==> src/rtl/uart_tx_fifo_if.sv <==
// Byte write channel into the UART transmit FIFO (valid/ready).
interface uart_tx_fifo_if;
  logic       tx_valid;
  logic [7:0] tx_data;
  logic       tx_ready;

  modport master (output tx_valid, output tx_data, input tx_ready);
  modport slave  (input tx_valid, input tx_data, output tx_ready);
endinterface

==> src/rtl/uart_tx_fifo.sv <==
// UART transmitter with byte FIFO: buffers bytes and sends them as 8N1 frames,
// LSB first, back to back while the FIFO holds data.
// Optional macro UART_TX_PARITY_EN adds an even-parity bit between data and stop.
module uart_tx_fifo #(
  parameter int unsigned CLKS_PER_BIT = 434,
  parameter int unsigned FIFO_DEPTH   = 8
) (
  input  logic                        clk,
  input  logic                        rst_n,
  uart_tx_fifo_if.slave               wr,
  output logic                        tx,
  output logic                        busy,
  output logic [$clog2(FIFO_DEPTH):0] fifo_count
);

  localparam int unsigned PTR_W  = $clog2(FIFO_DEPTH);
  localparam int unsigned CNT_W  = PTR_W + 1;
  localparam int unsigned BAUD_W = 16;
  localparam logic [BAUD_W-1:0] BAUD_LAST = BAUD_W'(CLKS_PER_BIT - 1);
  localparam logic [CNT_W-1:0]  CNT_FULL  = CNT_W'(FIFO_DEPTH);

  typedef enum logic [2:0] {
    S_IDLE,
    S_START,
    S_DATA,
`ifdef UART_TX_PARITY_EN
    S_PARITY,
`endif
    S_STOP
  } state_e;

  state_e            state_q, state_d;
  logic [BAUD_W-1:0] baud_q, baud_d;
  logic [2:0]        bit_idx_q, bit_idx_d;
  logic [7:0]        shift_q, shift_d;
  logic [PTR_W-1:0]  wr_ptr_q, wr_ptr_d;
  logic [PTR_W-1:0]  rd_ptr_q, rd_ptr_d;
  logic [CNT_W-1:0]  count_q, count_d;
  logic              tx_q, tx_d;
  logic              busy_q, busy_d;
  logic              ready_q, ready_d;
`ifdef UART_TX_PARITY_EN
  logic              parity_q, parity_d;
`endif

  logic [7:0] mem_q [FIFO_DEPTH];
  logic [7:0] head;
  logic       push;
  logic       pop;
  logic       baud_end;

  assign head     = mem_q[rd_ptr_q];
  assign push     = wr.tx_valid && ready_q;
  assign baud_end = (baud_q == BAUD_LAST);

  // FIFO storage; contents are don't-care until written
  always_ff @(posedge clk) begin
    if (push) mem_q[wr_ptr_q] <= wr.tx_data;
  end

  // Frame sequencer: next state, bit timing, shift register and line level
  always_comb begin
    state_d   = state_q;
    baud_d    = baud_q + BAUD_W'(1);
    bit_idx_d = bit_idx_q;
    shift_d   = shift_q;
    pop       = 1'b0;
`ifdef UART_TX_PARITY_EN
    parity_d  = parity_q;
`endif
    unique case (state_q)
      S_IDLE: begin
        baud_d = '0;
        if (count_q != '0) begin
          pop     = 1'b1;
          shift_d = head;
          state_d = S_START;
        end
      end
      S_START: begin
        if (baud_end) begin
          baud_d    = '0;
          bit_idx_d = '0;
          state_d   = S_DATA;
        end
      end
      S_DATA: begin
        if (baud_end) begin
          baud_d    = '0;
          shift_d   = {1'b0, shift_q[7:1]};
          bit_idx_d = bit_idx_q + 3'd1;
          if (bit_idx_q == 3'd7) begin
`ifdef UART_TX_PARITY_EN
            state_d = S_PARITY;
`else
            state_d = S_STOP;
`endif
          end
        end
      end
`ifdef UART_TX_PARITY_EN
      S_PARITY: begin
        if (baud_end) begin
          baud_d  = '0;
          state_d = S_STOP;
        end
      end
`endif
      S_STOP: begin
        if (baud_end) begin
          baud_d = '0;
          // Chain straight into the next start bit when more data is waiting
          if (count_q != '0) begin
            pop     = 1'b1;
            shift_d = head;
            state_d = S_START;
          end else begin
            state_d = S_IDLE;
          end
        end
      end
      default: begin
        baud_d  = '0;
        state_d = S_IDLE;
      end
    endcase

`ifdef UART_TX_PARITY_EN
    if (pop) parity_d = ^head;
`endif

    // Line level follows the state being entered so tx stays a pure flop
    tx_d = 1'b1;
    unique case (state_d)
      S_START:  tx_d = 1'b0;
      S_DATA:   tx_d = shift_d[0];
`ifdef UART_TX_PARITY_EN
      S_PARITY: tx_d = parity_d;
`endif
      default:  tx_d = 1'b1;
    endcase
  end

  // FIFO pointers, occupancy and registered status outputs
  always_comb begin
    wr_ptr_d = wr_ptr_q;
    rd_ptr_d = rd_ptr_q;
    count_d  = count_q;
    if (push) wr_ptr_d = wr_ptr_q + PTR_W'(1);
    if (pop)  rd_ptr_d = rd_ptr_q + PTR_W'(1);
    unique case ({push, pop})
      2'b10:   count_d = count_q + CNT_W'(1);
      2'b01:   count_d = count_q - CNT_W'(1);
      default: count_d = count_q;
    endcase
    ready_d = (count_d < CNT_FULL);
    busy_d  = (state_d != S_IDLE) || (count_d != '0);
  end

  // State and output registers
  always_ff @(posedge clk or negedge rst_n) begin
    if (!rst_n) begin
      state_q   <= S_IDLE;
      baud_q    <= '0;
      bit_idx_q <= '0;
      shift_q   <= '0;
      wr_ptr_q  <= '0;
      rd_ptr_q  <= '0;
      count_q   <= '0;
      tx_q      <= 1'b1;
      busy_q    <= 1'b0;
      ready_q   <= 1'b1;
`ifdef UART_TX_PARITY_EN
      parity_q  <= 1'b0;
`endif
    end else begin
      state_q   <= state_d;
      baud_q    <= baud_d;
      bit_idx_q <= bit_idx_d;
      shift_q   <= shift_d;
      wr_ptr_q  <= wr_ptr_d;
      rd_ptr_q  <= rd_ptr_d;
      count_q   <= count_d;
      tx_q      <= tx_d;
      busy_q    <= busy_d;
      ready_q   <= ready_d;
`ifdef UART_TX_PARITY_EN
      parity_q  <= parity_d;
`endif
    end
  end

  assign wr.tx_ready = ready_q;
  assign tx          = tx_q;
  assign busy        = busy_q;
  assign fifo_count  = count_q;

endmodule

==> src/flat_wrapper.sv <==
// flat-port wrapper written by rule: the top's interface ports become plain ports
module uart_tx_fifo_flat 
#(
  parameter int unsigned CLKS_PER_BIT = 434,
  parameter int unsigned FIFO_DEPTH   = 8
)
  (clk, rst_n, tx, busy, fifo_count, wr_tx_valid, wr_tx_data, wr_tx_ready);
  uart_tx_fifo_if wr_i ();
  input  logic clk;
  input  logic rst_n;
  output logic tx;
  output logic busy;
  output logic [$clog2(FIFO_DEPTH):0] fifo_count;
  input wire logic [$bits(wr_i.tx_valid)-1:0] wr_tx_valid;
  input wire logic [$bits(wr_i.tx_data)-1:0] wr_tx_data;
  output wire logic [$bits(wr_i.tx_ready)-1:0] wr_tx_ready;
  assign wr_i.tx_valid = wr_tx_valid;
  assign wr_i.tx_data = wr_tx_data;
  assign wr_tx_ready = wr_i.tx_ready;
  uart_tx_fifo #(.CLKS_PER_BIT(CLKS_PER_BIT), .FIFO_DEPTH(FIFO_DEPTH)) u_core (.clk(clk), .rst_n(rst_n), .wr(wr_i), .tx(tx), .busy(busy), .fifo_count(fifo_count));
endmodule
==> config.mk <==
export PLATFORM = sky130hd
export DESIGN_NAME = uart_tx_fifo_flat
export DESIGN_NICKNAME = d
export VERILOG_FILES = /design/src/rtl/uart_tx_fifo_if.sv /design/src/rtl/uart_tx_fifo.sv /design/src/flat_wrapper.sv
export SDC_FILE = /design/constraint.sdc
export NUM_CORES = 1
export LEC_CHECK = 0
export CAP_MARGIN = 10
export CELL_PAD_IN_SITES_DETAIL_PLACEMENT = 1
export CELL_PAD_IN_SITES_GLOBAL_PLACEMENT = 1
export CORE_ASPECT_RATIO = 1.25
export CORE_MARGIN = 4
export CORE_UTILIZATION = 25
export DETAILED_ROUTE_END_ITERATION = 8
export PLACE_DENSITY = 0.53
export REMOVE_ABC_BUFFERS = 1
export SLEW_MARGIN = 20
export SYNTH_ARGS = -nofsm -noshare
export SYNTH_HDL_FRONTEND = slang
export SYNTH_SLANG_ARGS = --single-unit
==> constraint.sdc <==
create_clock -name clk -period 4.2 [get_ports clk]
set_clock_uncertainty 0.05 [all_clocks]
set_input_delay 0.84 -clock clk [delete_from_list [all_inputs] [get_ports clk]]
set_output_delay 0.84 -clock clk [all_outputs]
set_load 0.01 [all_outputs]
==> key figures, run 1 <==
Status
  – Result of the run: complete, no violations

CTS
  – Root Buffer Master: clkbuf_16
  – Reg clk slew, reported paths: 0.08 ns
  – Clock network latency to the later pin of the worst-skew pair: 0.36 ns
  – CTS sink count: 107
  – Post-CTS Hold Fix Bufs: 0
  – Number of buffers between clock root and the deepest sink: 2
  – Depth of the CTS H-tree: 3
  – Post-CTS repair timing setup buffer count: 0
  – TritonCTS clock tree: built
  – Cells resized by post-CTS repair: 0
  – Number of clock buffers inserted by TritonCTS: 9

Critical path
  – Critical Path Start Type: flop
  – WP data arrival: 4.02 ns
  – Setup CP Type: reg -> reg
  – Capturing element of the worst setup path: u_core.busy
  – Endpoint of the worst register-to-register path: u_core.busy
  – R2R setup slack: 0.42 ns
  – Max Fanout on Critical Path: 9
  – Worst R2R Start: u_core.baud_q[1]
  – R2R depth: 13
  – Type of destination of the critical path: flop
  – Startpoint of the most critical setup path: u_core.baud_q[1]
  – Worst path required time: 4.44 ns

Timing
  – Finish-stage setup viols: 0
  – Maximum frequency from static timing analysis: 264.5 MHz
  – Fin. max-slew vios: 0
  – Slew at the pin with the worst max-slew slack: 0.8439 ns
  – Worst slew slack as a fraction of its limit: 43.74%
  – Period Utilization, post-route: 90.02%
  – Final Hold Fails: 0
  – Min cycle time layout: 3.781 ns
  – Total negative slack: 0 ns
  – Unrepaired setup endpoints after global routing: no

Place
  – Number of input and output port buffers inserted: 17
  – DPL Wire Length: 6925 µm
  – Count of placed standard cells including taps: 594
  – Weighted congestion at the end of routability-driven global placement: 0.7373

Power and ir drop
  – Reported leakage power: 0.001972 µW
  – Power density over cell area: 566.2 mW/mm²
  – IR drop worst, VDD: 0.0002884 V

Floorplan
  – Total number of placement rows: 56
  – Floorplan die area: 0.02139 mm²
  – Starting utilization of the core area: 25.43%
  – Io pins: 18
  – Overall die height: 162.5 µm
  – Core Box Area: 0.01878 mm²
  – Width of the chip: 131.6 µm

Cells and area
  – Count of nets after finishing: 392
  – Share of the core filled with cells: 29.78%
  – Final cell count without fillers: 610
  – Number of antenna diodes: 0
  – Share of cells above drive strength 1: 16.67%
  – Synth-to-layout area growth: 17.11%
  – Most frequent cells in the layout: edfxtp_1 (64), nor2_1 (43), dfrtp_1 (40)
  – Most common library cell in the layout ignoring fill and taps: edfxtp_1

Synth
  – Post-synth cell types: 53
  – Synthesized area per cell: 13.84 µm²
  – Cells after synthesis: 345
  – Synth Flop Type: edfxtp_1
  – Number of enable-type register cells in the synthesized netlist: 64
  – Yosys reg bits: 107
  – Async set-reset flop share out of synthesis: 40.19%
  – Combined area of all synthesized cells: 0.004775 mm²
  – Synth Warn #: 0
  – Sequential element share of the synthesized area: 62.84%

Detailed routing
  – Met2 wire length: 5416 µm
  – Routed wire per std cell: 17.01 µm
  – Post-route DRC: 0
  – Average vias per placed instance: 4.656
  – ANT nets after route: 0
  – Met3 wirelength from detailed routing: 236 µm
  – Highest metal layer with signal wires: met4
  – Iteration count of the initial detailed-routing pass: 4
  – Routed wire length: 10380 µm
  – Drt initial violations: 127
  – Total via count after detailed routing: 2840
  – WL met1: 4624 µm

Global route
  – Vias in the first global route: 3159
  – Global router's overall resource usage: 10.29%
  – Largest net degree at the start of global routing: 44
  – Global-route wire length before repair: 17120 µm
  – Grt total ovfl: 0
  – Initial antenna violation count: 0

Worst hold path
  – Classification of the worst-slack hold path: in -> async

Flow run
  – Count of maximum capacitance violations: 0
cells in the mapped netlist, types with 2 or more instances:
cell type / instances / area, µm²
edfxtp_1: 64 / 1922
nor2_1: 43 / 161.4
dfrtp_1: 41 / 1026
nand2_1: 18 / 67.56
mux4_2: 16 / 360.4
xnor2_1: 14 / 122.6
clkbuf_1: 10 / 37.54
nand3_1: 10 / 50.05
mux2i_1: 9 / 90.09
o21ai_0: 9 / 45.04
xor2_1: 9 / 78.83
ha_1: 8 / 100.1
a21oi_1: 7 / 35.03
inv_1: 7 / 26.28
nor3_1: 7 / 35.03
a2111oi_0: 6 / 52.55
a221o_1: 6 / 60.06
or3_1: 6 / 37.54
nor4_1: 5 / 31.28
and3_1: 4 / 25.02
buf_2: 3 / 15.01
mux2_2: 3 / 33.78
nand2b_1: 3 / 18.77
nand4_1: 3 / 18.77
or4_1: 3 / 22.52
a311oi_1: 2 / 17.52
dfstp_2: 2 / 52.55
or2_2: 2 / 12.51
flip-flops by register name, summed over array words and instances (netlist names):
register / cells
u_core.rd_ptr_q: 3
u_core.state_q: 3
u_core.wr_ptr_q: 3
u_core.mem_q: 64
u_core.shift_q: 8
u_core.busy: 1
u_core.fifo_count: 4
u_core.baud_q: 16
u_core.bit_idx_q: 3
u_core.wr.tx_ready: 1
u_core.tx: 1
report_power, final:
part | switching (µW) | internal, µW | total [µW]
logic | 342 | 440 | 783
registers | 227 | 1290 | 1510
clock network | 442 | 429 | 871
total | 1010 | 2150 | 3170
kinds of logic after synthesis:
family                     after synthesis  synth area share (%)
and+or+nand+nor                        113                 12.08
buffers and inverters                   22                 1.834
adders and majority gates                8                 2.097
other                                    1               0.07854
DFF                                    107                 62.84
muxes                                   29                 10.46
AOI/OAI and AO/OA                       42                 6.395
xor gates and xnor gates                23                 4.219
worst min-delay path by stage:
stage	start	end	slack, ns	cells after the start
detailed placement	u_core.bit_idx_q[2]	u_core.bit_idx_q[2]	0.47	2
global placement	u_core.baud_q[0]	u_core.baud_q[0]	0.45	1
CTS	u_core.baud_q[0]	u_core.baud_q[0]	0.49	1
global route	rst_n	u_core.busy	0.48	1
floorplan	u_core.bit_idx_q[1]	u_core.bit_idx_q[1]	0.42	2
finish	rst_n	u_core.rd_ptr_q[1]	0.42	1
critical path, stage by stage, from the launching register on:
cell      delay (ns)
dfrtp_1         0.41
inv_1           0.07
ha_1            0.15
or4b_4          0.47
nor4_4          0.32
and2_4          0.20
a21oi_2         0.12
or3_4           0.44
clkinv_2        0.07
ha_1            0.29
or3b_2          0.48
or3_1           0.35
and3_1          0.18
o21bai_1        0.11
cell type report:
class / instances / area (µm²)
Timing Repair Buffer: 31 / 272.8
Clock inverter: 7 / 83.83
Multi-Input combinational cell: 216 / 1687
Clock buffer: 9 / 225.2
Inverter: 8 / 31.28
Sequential cell: 107 / 3002
Tap cell: 232 / 290.3
Fill cell: 2062 / 13190
metrics by stage:
step	hold WS (ns)	power (µW)	worst slack, ns	instance area (µm²)
2_1_floorplan	0.4235	2001	0.4888	4718
3_3_place_gp	0.4452	2319	0.4592	5279
3_5_place_dp	0.4688	2340	0.4064	5279
4_1_cts	0.4862	3222	0.3837	5588
5_1_grt	0.4777	3364	0.1980	5592
6_report	0.4236	3166	0.4192	5592
routing by layer:
| metal | GRT usage, % | vias up |
|---|---|---|
| met3 | 2.905 | 8 |
| met5 | 0 | - |
| li1 | - | 1365 |
| met1 | 12.29 | 1444 |
| met4 | 2.436 | 0 |
| met2 | 18.42 | 23 |
Note: power is estimated with default switching activity, not from simulation.
==> run 2, diff against run 1 <==
Settings changed: MAX_ROUTING_LAYER set to met4.
==> key figures, run 2 (same netlist as run 1, synthesis figures left out) <==
Global route
  – Global-route wire length before repair: 17080 µm
  – Initial antenna violation count: 0
  – Grt total ovfl: 0
  – Largest net degree at the start of global routing: 44
  – Vias in the first global route: 3165
  – Global router's overall resource usage: 10.57%

Timing
  – Maximum frequency from static timing analysis: 264.4 MHz
  – Finish-stage setup viols: 0
  – Final Hold Fails: 0
  – Period Utilization, post-route: 90.04%
  – Worst slew slack as a fraction of its limit: 43.64%
  – Total negative slack: 0 ns
  – Fin. max-slew vios: 0
  – Hold Worst Slack: 0.4257 ns
  – Slew at the pin with the worst max-slew slack: 0.8454 ns
  – Unrepaired setup endpoints after global routing: no
  – Min cycle time layout: 3.782 ns

Cells and area
  – Area occupied by multi-input gates: 0.001687 mm²
  – Leading registers by flop count: u_core.mem_q (64), u_core.baud_q (16), u_core.shift_q (8)
  – Number of antenna diodes: 0
  – Fill cells: 2062
  – Synth-to-layout area growth: 17.11%
  – Top register by number of flip-flops: u_core.mem_q
  – Most frequent cells in the layout: edfxtp_1 (64), nor2_1 (43), dfrtp_1 (40)
  – Count of nets after finishing: 392
  – Most common library cell in the layout ignoring fill and taps: edfxtp_1
  – Share of cells above drive strength 1: 16.67%
  – Final cell count without fillers: 610
  – Max FFs per register: 64
  – Sequential standard cell area: 0.003002 mm²

Critical path
  – Max Fanout on Critical Path: 9
  – Cell at the slowest stage of the critical path: or3b_2
  – WP data arrival: 4.02 ns
  – Number of buffer and inverter stages on the critical path: 2
  – Critical Path Start Type: flop
  – Peak per-stage delay on the critical path: 0.48 ns
  – Critical path, cell by cell: inv_1 > ha_1 > or4b_4 > nor4_4 > and2_4 > a21oi_2 > or3_4 > clkinv_2 > ha_1 > or3b_2 > or3_1 > and3_1 > o21bai_1
  – Worst path required time: 4.43 ns
  – Type of destination of the critical path: flop
  – Kind of cell with the highest combined delay on the critical path: simple AND/OR/NAND/NOR gates
  – Library cell appearing most often on the critical path: ha_1
  – Setup CP Type: reg -> reg

CTS
  – Reg clk slew, reported paths: 0.08 ns
  – Number of buffers between clock root and the deepest sink: 2
  – Number of clock buffers inserted by TritonCTS: 9
  – Post-CTS Hold Fix Bufs: 0
  – TritonCTS clock tree: built
  – Clock network latency to the later pin of the worst-skew pair: 0.35 ns
  – Post-CTS repair timing setup buffer count: 0
  – CTS sink count: 107
  – Depth of the CTS H-tree: 3
  – Root Buffer Master: clkbuf_16
  – Cells resized by post-CTS repair: 0

Power and ir drop
  – Sequential group share of total power: 47.8%
  – Clock group share of total power: 27.4%
  – Switching power as a share of total power: 31.91%
  – Net switching power: 1010 µW
  – IR drop worst, VDD: 0.0002897 V
  – Combinational group share of total power: 24.8%
  – Total chip power: 3164 µW
  – Reported leakage power: 0.001972 µW
  – Internal power: 2155 µW
  – Power density over cell area: 565.9 mW/mm²

Detailed routing
  – Routed wire per std cell: 16.95 µm
  – Average vias per placed instance: 4.661
  – Iteration count of the initial detailed-routing pass: 4
  – Total via count after detailed routing: 2843
  – Post-route DRC: 0
  – Routed wire length: 10340 µm
  – ANT nets after route: 0
  – Drt initial violations: 130

Floorplan
  – Total number of placement rows: 56
  – Overall die height: 162.5 µm
  – Floorplan die area: 0.02139 mm²
  – Io pins: 18
  – Core Box Area: 0.01878 mm²
  – Starting utilization of the core area: 25.43%
  – Width of the chip: 131.6 µm

Worst hold path
  – Classification of the worst-slack hold path: in -> async

Place
  – DPL Wire Length: 6925 µm
  – Weighted congestion at the end of routability-driven global placement: 0.7464
  – Number of input and output port buffers inserted: 17
  – Count of placed standard cells including taps: 594

Flow run
  – Count of maximum capacitance violations: 0

Status
  – Result of the run: complete, no violations
run 2: cell counts in the layout (fill, tap and decap cells not counted):
No cell type changed its count.
run 2: layout make-up:
class | count | area share, %
Timing Repair Buffer | 31 | 4.878
Tap cell | 232 | 5.191
Clock buffer | 9 | 4.028
Sequential cell | 107 | 53.68
Multi-Input combinational cell | 216 | 30.16
Inverter | 8 | 0.5594
Clock inverter | 7 | 1.499
run 2: per-stage QoR:
step | area, µm² | setup slack [ns] | util [%]
detailed placement | 5279 | 0.4064 | 28.11
finish | 5592 | 0.4182 | 29.78
CTS | 5588 | 0.3837 | 29.76
global route | 5592 | 0.1980 | 29.78
floorplan | 4718 | 0.4888 | -
global placement | 5279 | 0.4592 | 28.11
run 2: final timing paths:
path / startpoint / end / slack (ns) / cells after the start
max: u_core.baud_q[1] / u_core.busy / 0.42 / 13
min: rst_n / u_core.bit_idx_q[0] / 0.43 / 1
max reg2reg: u_core.baud_q[1] / u_core.busy / 0.42 / 13
min reg2reg: u_core.bit_idx_q[2] / u_core.bit_idx_q[2] / 0.48 / 2
max in group asynchronous: rst_n / u_core.rd_ptr_q[0] / 3.25 / 1
min in group clk: u_core.bit_idx_q[2] / u_core.bit_idx_q[2] / 0.48 / 2
run 2: power groups by stage:
| stage | Clock, µW | Combinational, µW | Sequential [µW] |
|---|---|---|---|
| 3_5_place_dp | 0 | 797 | 1540 |
| 4_1_cts | 898 | 803 | 1520 |
| 3_3_place_gp | 0 | 779 | 1540 |
| 6_report | 869 | 784 | 1510 |
| 2_1_floorplan | 0 | 516 | 1480 |
| 5_1_grt | 942 | 869 | 1550 |
run 2: layer usage:
layer  part of all wire (%)  vias up  track usage (%)
met5                      0        -                -
met4                   0.98        0            2.436
met3                    2.4        8            2.905
met2                     52       21            18.47
met1                     44     1450            12.19
li1                       -     1364                -
run 2: worst reg2reg max path, delay by kind of cell, from the launching register on:
| kind | cells | cell delay (ns) |
|---|---|---|
| compound gates | 2 | 0.23 |
| fa+ha+maj | 2 | 0.44 |
| buf+inv | 2 | 0.14 |
| flops | 1 | 0.41 |
| simple gates | 7 | 2.44 |
